### config.mk
export PLATFORM = sky130hd
export DESIGN_NAME = cap_conditioner_flat
export DESIGN_NICKNAME = d
export VERILOG_FILES = /design/src/rtl/cap_conditioner_if.sv /design/src/rtl/cap_conditioner.sv /design/src/flat_wrapper.sv
export SDC_FILE = /design/constraint.sdc
export NUM_CORES = 1
export LEC_CHECK = 0
export BUFFER_PORTS_ARGS = -buffer_cell sky130_fd_sc_hd__clkbuf_2
export CAP_MARGIN = 20
export CORE_ASPECT_RATIO = 1.75
export CORE_MARGIN = 4
export CORE_UTILIZATION = 55
export CTS_CLUSTER_SIZE = 14
export DETAILED_ROUTE_END_ITERATION = 10
export PLACE_DENSITY_LB_ADDON = 0.08
export SETUP_SLACK_MARGIN = 0.1
export SLEW_MARGIN = 20
export SYNTH_ARGS = -nofsm -noshare
export SYNTH_HDL_FRONTEND = slang
export SYNTH_SLANG_ARGS = --single-unit
### constraint.sdc
create_clock -name clk -period 3.4 [get_ports clk]
set_clock_uncertainty 0.05 [all_clocks]
set_input_delay 0.85 -clock clk [delete_from_list [all_inputs] [get_ports clk]]
set_output_delay 0.85 -clock clk [all_outputs]
set_load 0.03 [all_outputs]
### src/rtl/cap_conditioner_if.sv
// Bus bundle for the crank-capture conditioner: raw input and limits in, clean level and tooth qualification out.
interface cap_conditioner_if #(
  parameter int FILT_W = 8,
  parameter int PER_W  = 24
);
  logic              cap_in;
  logic              edge_sel;
  logic [FILT_W-1:0] filt_len;
  logic [PER_W-1:0]  min_per;
  logic [PER_W-1:0]  max_per;
  logic              cap_out;
  logic              tooth_stb;
  logic [PER_W-1:0]  tooth_per;
  logic              err_short;
  logic              err_long;
  logic              sync_ok;
  logic              gap_stb;

  modport master (
    output cap_in, edge_sel, filt_len, min_per, max_per,
    input  cap_out, tooth_stb, tooth_per, err_short, err_long, sync_ok, gap_stb
  );

  modport slave (
    input  cap_in, edge_sel, filt_len, min_per, max_per,
    output cap_out, tooth_stb, tooth_per, err_short, err_long, sync_ok, gap_stb
  );
endinterface

### src/rtl/cap_conditioner.sv
// Crank-capture conditioner: synchroniser, glitch filter, active-edge select and tooth period qualification.
// Defining CAP_GAP_DETECT_EN adds the missing-tooth gap flag (gap_stb); otherwise gap_stb is tied low.
module cap_conditioner #(
  parameter int FILT_W = 8,
  parameter int PER_W  = 24
) (
  input logic              clk,
  input logic              rst,
  cap_conditioner_if.slave bus
);

  // state  | meaning
  // S_IDLE | no reference edge yet (after reset or stall); next active edge is the reference
  // S_RUN  | synchronised; active edges are qualified against min_per/max_per
  typedef enum logic [0:0] {S_IDLE = 1'b0, S_RUN = 1'b1} state_t;

  localparam logic [FILT_W-1:0] FILT_ONE = FILT_W'(1);
  localparam logic [PER_W-1:0]  PER_ONE  = PER_W'(1);

  state_t            state_q, state_d;
  logic              sync1_q, sync1_d;
  logic              cap_s_q, cap_s_d;
  logic [FILT_W-1:0] fcnt_q, fcnt_d;
  logic              cap_out_q, cap_out_d;
  logic              cap_prev_q, cap_prev_d;
  logic [PER_W-1:0]  pcnt_q, pcnt_d;
  logic [PER_W-1:0]  tooth_per_q, tooth_per_d;
  logic              tooth_stb_q, tooth_stb_d;
  logic              err_short_q, err_short_d;
  logic              err_long_q, err_long_d;
  logic              sync_ok_q, sync_ok_d;
  logic              rise, fall, act_edge;
`ifdef CAP_GAP_DETECT_EN
  logic [PER_W-1:0]  prev_per_q, prev_per_d;
  logic              gap_stb_q, gap_stb_d;
`endif

  always_comb begin
    sync1_d    = bus.cap_in;
    cap_s_d    = sync1_q;
    cap_prev_d = cap_out_q;

    cap_out_d = cap_out_q;
    fcnt_d    = '0;
    if (cap_s_q != cap_out_q) begin
      if (fcnt_q == bus.filt_len) begin
        cap_out_d = ~cap_out_q;
      end else begin
        fcnt_d = fcnt_q + FILT_ONE;
      end
    end

    rise     = cap_out_q & ~cap_prev_q;
    fall     = ~cap_out_q & cap_prev_q;
    act_edge = bus.edge_sel ? rise : fall;

    pcnt_d      = (&pcnt_q) ? pcnt_q : pcnt_q + PER_ONE;
    state_d     = state_q;
    tooth_per_d = tooth_per_q;
    tooth_stb_d = 1'b0;
    err_short_d = 1'b0;
    err_long_d  = 1'b0;
`ifdef CAP_GAP_DETECT_EN
    prev_per_d  = prev_per_q;
    gap_stb_d   = 1'b0;
`endif

    case (state_q)
      S_IDLE: begin
        if (act_edge) begin
          pcnt_d  = PER_ONE;
          state_d = S_RUN;
        end
      end
      S_RUN: begin
        if (pcnt_q == bus.max_per) begin
          err_long_d = 1'b1;
          state_d    = S_IDLE;
`ifdef CAP_GAP_DETECT_EN
          prev_per_d = '0;
`endif
          // an edge coinciding with the stall becomes the new reference edge
          if (act_edge) begin
            pcnt_d  = PER_ONE;
            state_d = S_RUN;
          end
        end else if (act_edge) begin
          if (pcnt_q < bus.min_per) begin
            err_short_d = 1'b1;
          end else if (pcnt_q < bus.max_per) begin
            tooth_stb_d = 1'b1;
            tooth_per_d = pcnt_q;
            pcnt_d      = PER_ONE;
`ifdef CAP_GAP_DETECT_EN
            // prev_per of zero marks the first tooth after IDLE, which never flags a gap
            gap_stb_d  = (prev_per_q != '0) && ({1'b0, pcnt_q} > {prev_per_q, 1'b0});
            prev_per_d = pcnt_q;
`endif
          end
        end
      end
    endcase

    sync_ok_d = (state_d == S_RUN);
  end

  always_ff @(posedge clk or posedge rst) begin
    if (rst) begin
      state_q     <= S_IDLE;
      sync1_q     <= 1'b0;
      cap_s_q     <= 1'b0;
      fcnt_q      <= '0;
      cap_out_q   <= 1'b0;
      cap_prev_q  <= 1'b0;
      pcnt_q      <= '0;
      tooth_per_q <= '0;
      tooth_stb_q <= 1'b0;
      err_short_q <= 1'b0;
      err_long_q  <= 1'b0;
      sync_ok_q   <= 1'b0;
`ifdef CAP_GAP_DETECT_EN
      prev_per_q  <= '0;
      gap_stb_q   <= 1'b0;
`endif
    end else begin
      state_q     <= state_d;
      sync1_q     <= sync1_d;
      cap_s_q     <= cap_s_d;
      fcnt_q      <= fcnt_d;
      cap_out_q   <= cap_out_d;
      cap_prev_q  <= cap_prev_d;
      pcnt_q      <= pcnt_d;
      tooth_per_q <= tooth_per_d;
      tooth_stb_q <= tooth_stb_d;
      err_short_q <= err_short_d;
      err_long_q  <= err_long_d;
      sync_ok_q   <= sync_ok_d;
`ifdef CAP_GAP_DETECT_EN
      prev_per_q  <= prev_per_d;
      gap_stb_q   <= gap_stb_d;
`endif
    end
  end

  assign bus.cap_out   = cap_out_q;
  assign bus.tooth_stb = tooth_stb_q;
  assign bus.tooth_per = tooth_per_q;
  assign bus.err_short = err_short_q;
  assign bus.err_long  = err_long_q;
  assign bus.sync_ok   = sync_ok_q;
`ifdef CAP_GAP_DETECT_EN
  assign bus.gap_stb   = gap_stb_q;
`else
  assign bus.gap_stb   = 1'b0;
`endif

endmodule

### src/flat_wrapper.sv
// flat-port wrapper written by rule: the top's interface ports become plain ports
module cap_conditioner_flat 
#(
  parameter int FILT_W = 8,
  parameter int PER_W  = 24
)
  (clk, rst, bus_cap_in, bus_edge_sel, bus_filt_len, bus_min_per, bus_max_per, bus_cap_out, bus_tooth_stb, bus_tooth_per, bus_err_short, bus_err_long, bus_sync_ok, bus_gap_stb);
  cap_conditioner_if #(.FILT_W(FILT_W), .PER_W(PER_W)) bus_i ();
  input logic clk;
  input logic rst;
  input wire logic [$bits(bus_i.cap_in)-1:0] bus_cap_in;
  input wire logic [$bits(bus_i.edge_sel)-1:0] bus_edge_sel;
  input wire logic [$bits(bus_i.filt_len)-1:0] bus_filt_len;
  input wire logic [$bits(bus_i.min_per)-1:0] bus_min_per;
  input wire logic [$bits(bus_i.max_per)-1:0] bus_max_per;
  output wire logic [$bits(bus_i.cap_out)-1:0] bus_cap_out;
  output wire logic [$bits(bus_i.tooth_stb)-1:0] bus_tooth_stb;
  output wire logic [$bits(bus_i.tooth_per)-1:0] bus_tooth_per;
  output wire logic [$bits(bus_i.err_short)-1:0] bus_err_short;
  output wire logic [$bits(bus_i.err_long)-1:0] bus_err_long;
  output wire logic [$bits(bus_i.sync_ok)-1:0] bus_sync_ok;
  output wire logic [$bits(bus_i.gap_stb)-1:0] bus_gap_stb;
  assign bus_i.cap_in = bus_cap_in;
  assign bus_i.edge_sel = bus_edge_sel;
  assign bus_i.filt_len = bus_filt_len;
  assign bus_i.min_per = bus_min_per;
  assign bus_i.max_per = bus_max_per;
  assign bus_cap_out = bus_i.cap_out;
  assign bus_tooth_stb = bus_i.tooth_stb;
  assign bus_tooth_per = bus_i.tooth_per;
  assign bus_err_short = bus_i.err_short;
  assign bus_err_long = bus_i.err_long;
  assign bus_sync_ok = bus_i.sync_ok;
  assign bus_gap_stb = bus_i.gap_stb;
  cap_conditioner #(.FILT_W(FILT_W), .PER_W(PER_W)) u_core (.clk(clk), .rst(rst), .bus(bus_i));
endmodule
==> impl_metrics.sql <==
INSERT INTO impl_metrics (metric_group, metric, value, unit) VALUES
('detailed_routing', 'routed_wire_length_per_instance', '16.1', 'µm'),
('floorplanning', 'die_height', '124', 'µm'),
('clock_network', 'cts_htree_levels', '3', ''),
('detailed_routing', 'post-route-drc-count', '0', ''),
('finish', 'layout.filler_cells', '614', ''),
('clock_network', 'worstSkewPairLatency', '0.33', 'ns'),
('synth', 'ys_dominant_reg_cell', 'sky130_fd_sc_hd__dfrtp_1', ''),
('detailed_routing', 'detailedRoute.firstPassIterationCount', '4', ''),
('sta', 'worst_pin_slew', '0.882', 'ns'),
('finish', 'seq_area', '1600', 'µm²'),
('placement', 'placed_cells_incl_taps', '591', ''),
('global_routing', 'grt_pass1_wl', '16000', 'µm'),
('power_and_ir_drop', 'leakage_power_total', '2.61', 'nW'),
('sta', 'max-slew-margin-rel', '41.1', '%'),
('synth', 'yosysTopAreaCell', 'sky130_fd_sc_hd__dfrtp_1', ''),
('clock_network', 'cts_resized', '0', ''),
('sta', 'rsz0062_at_grt', 'false', ''),
('placement', 'place.detailed.hpwl', '7610', 'µm'),
('finish', 'final_cell_count_no_fill', '607', ''),
('synth', 'part_of_the_yosys_area_used_for_sequential_elements', '38.0', '%'),
('flow_run', 'max_cap_violations', '0', ''),
('sta', 'hold_viol', '0', ''),
('min_path', 'min-delay-start', 'u_core.cap_s_d$_DFF_PP0_', ''),
('clock_network', 'clock_tree_buf_depth', '2', ''),
('synth', 'async_flop_share', '100', '%'),
('detailed_routing', 'drt-initial-drc-count', '101', ''),
('critical_path', 'critPathLaunchType', 'primary input', ''),
('clock_network', 'clock_transition_at_path_regs', '0.05', 'ns'),
('critical_path', 'worst-path-max-fanout', '15', ''),
('sta', 'max_freq', '329', 'MHz'),
('sta', 'fin_crit_sh', '89.5', '%'),
('synth', 'synth-edff-count', '0', ''),
('sta', 'tns', '0', 'ns'),
('detailed_routing', 'viasPerCell', '5.55', ''),
('synth', 'syn_area_per_cell', '10.1', 'µm²'),
('critical_path', 'r2r.worst_path.cells', '8', ''),
('clock_network', 'cts_setup_buffers', '0', ''),
('critical_path', 'worst_setup_path_startpoint', 'bus_max_per[15]', ''),
('floorplanning', 'floorplan.initialDensity', '56.0', '%'),
('synth', 'netlist_instances', '415', ''),
('synth', 'synth-warning-count', '0', ''),
('detailed_routing', 'ant_nets', '0', ''),
('finish', 'antennaDiodeCount', '0', ''),
('clock_network', 'cts_tree', 'done', ''),
('critical_path', 'worstPathRequired', '3.56', 'ns'),
('global_routing', 'first_global_vias', '3543', ''),
('power_and_ir_drop', 'pwr_density_cell', '852', 'nW/µm²'),
('clock_network', 'clock_sinks', '64', ''),
('placement', 'buffer_ports.inserted', '88', ''),
('finish', 'final_net_count', '623', ''),
('clock_network', 'cts_made_buffers', '9', ''),
('status', 'status', 'completed', ''),
('synth', 'post_synth_main_area_contributors', 'sky130_fd_sc_hd__dfrtp_1 (38%), sky130_fd_sc_hd__ha_1 (15%), sky130_fd_sc_hd__mux2_2 (6.7%)', ''),
('floorplanning', 'placement_rows', '42', ''),
('sta', 'timing_max_transition_violations_final', '0', ''),
('synth', 'ys_top_cells_by_count', 'sky130_fd_sc_hd__dfrtp_1 (64), sky130_fd_sc_hd__inv_1 (54), sky130_fd_sc_hd__ha_1 (49)', ''),
('clock_network', 'cts_hold_buffers', '0', ''),
('placement', 'post_placement_setup_slack', '0.0156', 'ns'),
('placement', 'gp_congestion', '0.879', ''),
('power_and_ir_drop', 'total_power', '0.00436', 'W'),
('synth', 'synth_most_common_cell', 'sky130_fd_sc_hd__dfrtp_1', ''),
('floorplanning', 'boundaryPins', '90', ''),
('detailed_routing', 'num_vias', '3366', ''),
('global_routing', 'grt_start_max_net_pins', '43', ''),
('critical_path', 'worstReg2RegStart', 'u_core.pcnt_q[15]$_DFF_PP0_', ''),
('critical_path', 'worst_setup_end_kind', 'flip-flop', ''),
('finish', 'multi_input_comb_area', '2300', 'µm²'),
('sta', 'finalSetupViolations', '0', ''),
('critical_path', 'crit_arrival', '3.20', 'ns'),
('floorplanning', 'chipWidth', '74.1', 'µm'),
('floorplanning', 'design.die.area', '9170', 'µm²');
==> layout by cell type, fill, tap and decap left out, types with 14 or more instances in the layout <==
cell                       count
sky130_fd_sc_hd__inv_1        53
sky130_fd_sc_hd__a21oi_2      21
sky130_fd_sc_hd__mux2_2       25
sky130_fd_sc_hd__nor2_1       14
sky130_fd_sc_hd__nand2_1      20
sky130_fd_sc_hd__a21oi_1      22
sky130_fd_sc_hd__dfrtp_1      64
sky130_fd_sc_hd__xor2_1       19
sky130_fd_sc_hd__nand4_1      17
sky130_fd_sc_hd__nand3_1      20
sky130_fd_sc_hd__clkbuf_2     88
sky130_fd_sc_hd__ha_1         49
sky130_fd_sc_hd__xnor2_1      17
==> stage by stage <==
stage	area, µm²	utilization [%]	hold slack, ns
after global placement	4760	63.3	0.288
after floorplan	4210	-	0.281
final	5110	68.1	0.309
after detailed placement	4760	63.3	0.286
after CTS	5110	68.1	0.314
after global routing	5110	68.1	0.323
==> flip-flops by register name (all words and copies together) (netlist names) <==
register              flops
u_core.cap_prev_q         1
u_core.bus.tooth_per     24
u_core.bus.err_long       1
u_core.cap_s_d            1
u_core.state_q            1
u_core.bus.tooth_stb      1
u_core.bus.cap_out        1
u_core.cap_s_q            1
u_core.bus.err_short      1
u_core.fcnt_q             8
u_core.pcnt_q            24
==> where the power goes <==
group / leakage [nW] / internal [W] / total (W) / switching [W]
logic: 1.64 / 0.000766 / 0.00182 / 0.00105
registers: 0.796 / 0.00105 / 0.00145 / 0.000402
clock network: 0.172 / 0.000754 / 0.00109 / 0.000331
total: 2.61 / 0.00257 / 0.00436 / 0.00179
==> final timing paths <==
kind	to	slack, ns
setup / recovery	u_core.pcnt_q[8]$_DFF_PP0_	0.36
hold / removal	u_core.cap_s_q$_DFF_PP0_	0.31
setup reg to reg	u_core.pcnt_q[8]$_DFF_PP0_	0.44
hold reg to reg	u_core.cap_s_q$_DFF_PP0_	0.31
max in group asynchronous	u_core.bus.tooth_per[0]$_DFFE_PP0P_	1.93
min in group asynchronous	u_core.fcnt_q[5]$_DFF_PP0_	0.64
==> layout make-up <==
type / count / share of cell area [%]
inverter: 54 / 3.96
multi-input combinational: 287 / 45.1
sequential: 64 / 31.3
clock buffer: 11 / 4.94
clock inverter: 5 / 2.01
tap: 88 / 2.15
timing repair buffer: 98 / 10.6
==> metal layers <==
layer / vias to the layer above / GRT usage, % / wire (µm)
li1: 1656 / - / -
met1: 1607 / 23.9 / 3520
met2: 85 / 44.4 / 5620
met3: 18 / 4.36 / 431
met4: 0 / 9.86 / 231
met5: - / 0 / 0
==> critical path, stage by stage <==
cell and delay [ns]:
sky130_fd_sc_hd__clkbuf_2 0.08, sky130_fd_sc_hd__inv_1 0.03, sky130_fd_sc_hd__ha_1 0.30, sky130_fd_sc_hd__nand4_1 0.23, sky130_fd_sc_hd__nor3_1 0.46, sky130_fd_sc_hd__a31oi_1 0.30, sky130_fd_sc_hd__nor2b_1 0.24, sky130_fd_sc_hd__a311oi_4 0.30
sky130_fd_sc_hd__buf_4 0.32, sky130_fd_sc_hd__a21oi_2 0.09
==> logic make-up after synthesis <==
logic type / count (synthesis) / synth area share [%]
and+or+nand+nor: 105 / 13.3
AOI/OAI and AO/OA: 69 / 11.8
DFF: 64 / 38.1
buffers and inverters: 64 / 7.46
adders and majority gates: 49 / 14.6
xor gates and xnor gates: 36 / 7.49
muxes: 27 / 7.16
other: 1 / 0.0891
No activity file was read; power rests on OpenSTA's default activity.
